**config.mk**
```make
export PLATFORM = sky130hd
export DESIGN_NAME = csel_sub_pipe
export DESIGN_NICKNAME = d
export VERILOG_FILES = /design/src/rtl/arith_pkg.sv /design/src/rtl/csel_block.sv /design/src/rtl/csel_sub_pipe.sv
export SDC_FILE = /design/constraint.sdc
export NUM_CORES = 1
export LEC_CHECK = 0
export CAP_MARGIN = 20
export CORE_MARGIN = 3
export CORE_UTILIZATION = 52
export DETAILED_ROUTE_END_ITERATION = 8
export GPL_TIMING_DRIVEN = 0
export PLACE_DENSITY = 0.8
export SETUP_SLACK_MARGIN = 0.2
export SYNTH_ARGS = -nofsm -noshare
export SYNTH_HDL_FRONTEND = slang
export SYNTH_SLANG_ARGS = --single-unit
```
**constraint.sdc**
```tcl
create_clock -name clk -period 2.4 [get_ports clk]
set_clock_uncertainty 0.1 [all_clocks]
set_input_delay 0.48 -clock clk [delete_from_list [all_inputs] [get_ports clk]]
set_output_delay 0.48 -clock clk [all_outputs]
set_load 0.02 [all_outputs]
```
**src/rtl/arith_pkg.sv**
```systemverilog
// rtl/arith_pkg.sv - shared arithmetic defaults and carry-select block geometry helpers
package arith_pkg;

    localparam int DEF_WIDTH = 13;
    localparam int DEF_LOW_W = 4;
    localparam int DEF_BLK_W = 4;

    function automatic int num_blks(input int width, input int low_w, input int blk_w);
        return (width - low_w + blk_w - 1) / blk_w;
    endfunction

    // The last upper block absorbs whatever bits remain after the full-width blocks.
    function automatic int blk_width(input int idx, input int width, input int low_w, input int blk_w);
        int rem;
        rem = width - low_w - idx * blk_w;
        return (rem < blk_w) ? rem : blk_w;
    endfunction

endpackage

```
**src/rtl/csel_block.sv**
```systemverilog
// rtl/csel_block.sv - carry-select block producing sums for both possible carry-ins
module csel_block #(
    parameter int W = 4
) (
    input  logic [W-1:0] x,
    input  logic [W-1:0] y,
    output logic [W-1:0] sum0,
    output logic         cout0,
    output logic [W-1:0] sum1,
    output logic         cout1
);

    logic [W:0] w_t0;
    logic [W:0] w_t1;

    assign w_t0 = {1'b0, x} + {1'b0, y};
    assign w_t1 = {1'b0, x} + {1'b0, y} + {{W{1'b0}}, 1'b1};

    assign sum0  = w_t0[W-1:0];
    assign cout0 = w_t0[W];
    assign sum1  = w_t1[W-1:0];
    assign cout1 = w_t1[W];

endmodule

```
**src/rtl/csel_sub_pipe.sv**
```systemverilog
// rtl/csel_sub_pipe.sv - two-stage pipelined carry-select subtractor with valid/ready handshake
module csel_sub_pipe
    import arith_pkg::*;
#(
    parameter int WIDTH = DEF_WIDTH,
    parameter int LOW_W = DEF_LOW_W,
    parameter int BLK_W = DEF_BLK_W
) (
    input  logic             clk,
    input  logic             rst_n,
    input  logic             in_valid,
    output logic             in_ready,
    input  logic [WIDTH-1:0] a,
    input  logic [WIDTH-1:0] b,
    output logic             out_valid,
    input  logic             out_ready,
    output logic [WIDTH:0]   diff,
    output logic             borrow,
    output logic             zero
);

    localparam int UP_W = WIDTH - LOW_W;
    localparam int NB   = num_blks(WIDTH, LOW_W, BLK_W);

    logic             w_s2_adv;
    logic             w_s1_adv;
    logic             w_in_fire;
    logic [WIDTH-1:0] w_nb;
    logic [LOW_W-1:0] w_lsum;
    logic             w_lcout;
    logic [UP_W-1:0]  w_s0;
    logic [UP_W-1:0]  w_s1;
    logic [NB-1:0]    w_c0;
    logic [NB-1:0]    w_c1;
    logic [UP_W-1:0]  w_up;
    logic             w_carry;
    logic [WIDTH:0]   w_diff;

    logic             r_s1_valid;
    logic [LOW_W-1:0] r_lsum;
    logic             r_lcout;
    logic [UP_W-1:0]  r_s0;
    logic [UP_W-1:0]  r_s1;
    logic [NB-1:0]    r_c0;
    logic [NB-1:0]    r_c1;
    logic             r_s2_valid;
    logic [WIDTH:0]   r_diff;
    logic             r_borrow;
    logic             r_zero;

    assign w_s2_adv  = !r_s2_valid || out_ready;
    assign w_s1_adv  = !r_s1_valid || w_s2_adv;
    assign in_ready  = w_s1_adv;
    assign w_in_fire = in_valid && w_s1_adv;

    // Subtraction as a + ~b + 1: the +1 enters as the low block's carry-in.
    assign w_nb = ~b;

    always_comb begin
        logic c;
        c      = 1'b1;
        w_lsum = '0;
        for (int i = 0; i < LOW_W; i++) begin
            w_lsum[i] = a[i] ^ w_nb[i] ^ c;
            c         = (a[i] & w_nb[i]) | (c & (a[i] ^ w_nb[i]));
        end
        w_lcout = c;
    end

    for (genvar g = 0; g < NB; g++) begin : g_blk
        localparam int OFF = g * BLK_W;
        localparam int BW  = blk_width(g, WIDTH, LOW_W, BLK_W);
        csel_block #(.W(BW)) u_blk (
            .x     (a[LOW_W+OFF +: BW]),
            .y     (w_nb[LOW_W+OFF +: BW]),
            .sum0  (w_s0[OFF +: BW]),
            .cout0 (w_c0[g]),
            .sum1  (w_s1[OFF +: BW]),
            .cout1 (w_c1[g])
        );
    end

    always_ff @(posedge clk or negedge rst_n) begin
        if (!rst_n) begin
            r_s1_valid <= 1'b0;
            r_lsum     <= '0;
            r_lcout    <= 1'b0;
            r_s0       <= '0;
            r_s1       <= '0;
            r_c0       <= '0;
            r_c1       <= '0;
        end else if (w_s1_adv) begin
            r_s1_valid <= in_valid;
            if (w_in_fire) begin
                r_lsum  <= w_lsum;
                r_lcout <= w_lcout;
                r_s0    <= w_s0;
                r_s1    <= w_s1;
                r_c0    <= w_c0;
                r_c1    <= w_c1;
            end
        end
    end

    // Resolve the carry chain block by block, picking each block's precomputed candidate.
    always_comb begin
        logic c;
        c    = r_lcout;
        w_up = '0;
        for (int g = 0; g < NB; g++) begin
            for (int j = 0; j < BLK_W; j++) begin
                int k;
                k = g * BLK_W + j;
                if (k < UP_W) begin
                    w_up[k] = c ? r_s1[k] : r_s0[k];
                end
            end
            c = c ? r_c1[g] : r_c0[g];
        end
        w_carry = c;
    end

    assign w_diff = {~w_carry, w_up, r_lsum};

    always_ff @(posedge clk or negedge rst_n) begin
        if (!rst_n) begin
            r_s2_valid <= 1'b0;
            r_diff     <= '0;
            r_borrow   <= 1'b0;
            r_zero     <= 1'b0;
        end else if (w_s2_adv) begin
            r_s2_valid <= r_s1_valid;
            if (r_s1_valid) begin
                r_diff   <= w_diff;
                r_borrow <= ~w_carry;
                r_zero   <= ~|w_diff;
            end
        end
    end

    assign out_valid = r_s2_valid;
    assign diff      = r_diff;
    assign borrow    = r_borrow;
    assign zero      = r_zero;

endmodule

```
# Yosys cells after proc, flatten, opt, wreduce, memory -nomap -nowiden
# Cells that the tools add are included.
# classes
add_sub_neg,6
mux,12
bitwise_logic,21
reduce_logical,9
# ops
operator,n
14-bit OR reduction,1
13-bit inverter,1
1-bit 2-to-1 mux,12
4-bit by 4-bit adder with 5-bit output,2
5-bit by 1-bit adder with 5-bit output (second input constant),2
1-bit AND,7
1-bit bitwise XOR,7
1-bit bitwise OR,4
2-bit AND reduction,2
1-bit zero test,3
1-bit by 1-bit adder with 2-bit output,1
2-bit by 1-bit adder with 2-bit output (second input constant),1
1-bit logical OR,2
1-bit inverter,2
1-bit logical AND,1
# word_totals
reg_bits,47
out_inout_bits,18
wordCells,59

# Longest topological paths before layout
# logic_depth
word_depth,9
ltp_mapped,10
ltp_nobuf,10

# Cells and area by module
# From an unflattened synthesis, not the netlist that was laid out.
# hier_totals
hier_cells,205
hier_area_um2,2462.4
# modules_own_cells
mod,instances,cells_per_inst,area_per_inst_um2,seq_area_each_um2
csel_sub_pipe,1,159,2031.9,1151.1
csel_block (g_blk[0].u_blk ...),2,20,195.2,0.0
csel_block (g_blk[2].u_blk),1,6,40.0,0.0

# Worst setup path before layout
# No wires, ideal clock.
# synth_path
path_kind,input to register
startpoint,in b[8]
endpoint,reg r_c1[1]
arrival_ns,2.218
required_ns,2.213
slack_ns,-0.004
stages,10
path_buffers,0
cell_sequence,inv_1 > ha_1 > inv_1 > fa_1 > inv_1 > ha_1 > inv_1 > a2111o_1 > a2111o_1 > o211ai_1
# synth_via
elab_chain_len,3
# synth_lines
element,line,rtl
from (decl),csel_sub_pipe.sv:14,"input logic [WIDTH-1:0] b,"
13-bit inverter,csel_sub_pipe.sv:57,assign w_nb = ~b;
4-bit by 4-bit adder with 5-bit output,--,
via g_blk[1].u_blk.sum0[1],csel_block.sv:7,"output logic [W-1:0] sum0,"
5-bit by 1-bit adder with 5-bit output,csel_block.sv:17,"assign w_t1 = {1'b0, x} + {1'b0, y} + {{W{1'b0}}, 1'b1};"
to (signal assigned),csel_sub_pipe.sv:100,r_c1 <= w_c1;
to (decl),csel_sub_pipe.sv:45,logic [NB-1:0] r_c1;
# The timed path passes the listed nets, and every way through them passes these cells.
# A chain may end at the register's enable or synchronous reset.

# Worst setup path in the final report
# Ends and elaborated chain as after synthesis.

==> metrics <==
status=finished, final reports clean; H-tree depth=2; Routed Antenna Nets=0; Antenna Cells=0; total die area=about 5600 um2; Net Count, Synth=294; Seq cells post-synth=46; RSZ-0062 raised after global routing=yes; CP startpoint kind=input pin; HP Class=reg2reg; share of cells above drive strength 1=between 15 and 20%; fin crit share=between 90% and 100%; Max Clk Rate=approximately 450 MHz; global-route wire length before repair=8600 um; clock buffer count from CTS=5; Post-Syn Area=2480 um2; Cells after Synth=approximately 250; register area share after synthesis=about 46%; Vert. Die Dim=approximately 75 um; Synthesis Warnings=0; top cell type's share of synthesized area=between 40 and 50%; Via density=5.41; Area Growth Syn to Fin=30.8%; Clock transition at path regs=around 0.080 ns; Slew HR=roughly 66%; total number of vias=around 1900; maxcap violations=0; dpl ws=-0.750 ns; min Tclk post-route=~2.2 ns; clk root buf=clkbuf_8; most frequent cells in the layout=nand2_1, dfrtp_1, clkdlybuf4s50_1, o21ai_0, inv_1; DRC Markers=0; HPWL Detailed=between 4000 and 5000 um; Worst Path Required=2.52 ns; RD Place Congestion=0.773; First DRT Iteration DRCs=between 50 and 60; total global routing overflow=0; Critical Path End Type=flip-flop; actual slew at the worst max-slew pin=roughly 0.50 ns; initial antenna violation count=0; Core Region=about 4500 um2; crit path DAT=2.36 ns; Max VDD drop=about 360 uV; setup ws final=about 0.17 ns; most common cell after layout, fill and taps aside=nand2_1; main flop type after synthesis=dfrtp_1; Hold Vio Cnt, Final=0; P_leak=around 1.5 nW; clock buffer depth=2; syn_area_per_cell=between 10 and 15 um2; Pwr Total=roughly 2.4 mW; I/O Pins=48; Layout Nets=about 360; WS Path Type=in2reg; max-slew violations=0; synth top area cells=dfrtp_1, nand2_1, ha_1; filler cell count=~330; router iterations before antenna repair=4; Async SR Flop Fraction=100%; Port-buffer cells=47; Post-Route WL=around 5300 um; Clock Latency Late Sink=0.30 ns; width of the die=between 70 and 80 um; vias in the first global route=just under 2000; # setup viols final=0; Synth cell types=37; CP max FO=3; # clock sinks=46; Starting Density=between 50% and 60%; Avg WL per Cell=14.8 um; Pwr Density=between 700 and 800 nW/um2; Synth area leader=dfrtp_1; largest net degree at the start of global routing=31; Rows=24; total track usage=20.8%; CTS tree=yes; Post-synth EDFFs=0
-- logic make-up after synthesis --
family / after synthesis / synth area share, %
adders and majority gates: 18 / 10.6
DFF: 46 / 46.5
xor gates and xnor gates: 7 / 3.59
and+or+nand+nor: 87 / 15.4
AOI/OAI and AO/OA: 38 / 9.65
muxes: 20 / 9.29
buffers and inverters: 30 / 5.00
-- where the power goes --
group	switching, mW	total (mW)	internal, mW
Clock	0.240	0.441	0.201
Combinational	0.417	0.855	0.438
Sequential	0.125	1.07	0.950
Total	0.782	2.37	1.59
-- cell type report --
cell class / instances / area (um2) / share of cell area [%]
timing repair buffer: 55 / 532 / 16.4
clock buffer: 7 / 76.3 / 2.36
tap: 52 / 65.1 / 2.01
inverter: 20 / 87.6 / 2.70
sequential: 46 / 1150 / 35.5
buffer: 10 / 51.3 / 1.58
multi-input combinational: 170 / 1280 / 39.4
-- synthesized netlist by cell type (all sizes together), types with 2 or more instances --
cell / number
o21a: 3
nand2b: 3
o31ai: 3
and2: 4
xnor2: 3
and3: 2
nor2: 3
inv: 20
fa: 5
mux2i: 12
ha: 13
dfrtp: 46
buf: 2
nor2b: 3
nor4: 5
clkbuf: 8
mux2: 8
nand2: 60
nand3: 4
a22o: 2
xnor3: 2
a21oi: 4
xor2: 2
a2111o: 2
o21ai: 21
-- layer usage --
metal	up-vias	GRT usage, %	wire [um]
li1	947	-	-
met2	59	34.5	2710
met5	-	0	0
met1	930	24.8	2210
met4	0	9.09	109
met3	12	6.68	319
-- state kept, by name, summed over array words and instances, names as in the netlist --
signal / count
r_c1: 3
zero: 1
r_lsum: 4
out_valid: 1
diff: 14
r_c0: 3
r_s0: 9
r_s1_valid: 1
r_lcout: 1
r_s1: 9
-- path summary, 6_finish.rpt --
check | from | to | slack [ns] | cells past startpoint
worst max-delay path | b[8] | r_c1[1] | 0.17 | 11
min in group asynchronous | rst_n | diff[12] | 0.53 | 2
worst min-delay path | diff[5] | diff[5] | 0.39 | 2
max in group asynchronous | rst_n | r_s1[6] | 1.19 | 3
worst min register to register | diff[5] | diff[5] | 0.39 | 2
worst max register to register | r_lcout | diff[13] | 0.55 | 5
-- worst max-delay path, cell delays in order --
cell	delay (ns)
buf_8	0.09
inv_12	0.03
ha_4	0.14
inv_2	0.05
fa_2	0.45
inv_2	0.09
ha_4	0.14
inv_1	0.04
a2111o_1	0.32
a2111o_1	0.43
o211ai_1	0.09
-- per-stage QoR --
step | TNS (ns) | area (um2) | hold WS [ns] | instances | util (%)
2_1_floorplan | 0 | 2500 | 0.0844 | 246 | -
3_3_place_gp | -22.01 | 3040 | 0.362 | 345 | 68.0
3_5_place_dp | -3.26 | 3060 | 0.324 | 346 | 68.3
4_1_cts | 0 | 3200 | 0.390 | 358 | 71.4
5_1_grt | 0 | 3240 | 0.407 | 360 | 72.4
6_report | 0 | 3240 | 0.389 | 360 | 72.4
-- what timing repair did --
action | 4_1_cts | 5_1_grt
setup buffers | 4 | 2
hold buffers | 1 | 0
pin swaps | 15 | 10
resized for setup | 28 | 16
hold endpoints to repair | 6 | 0
setup endpoints to repair | 7 | 22
(Power assumes the default switching activity.)
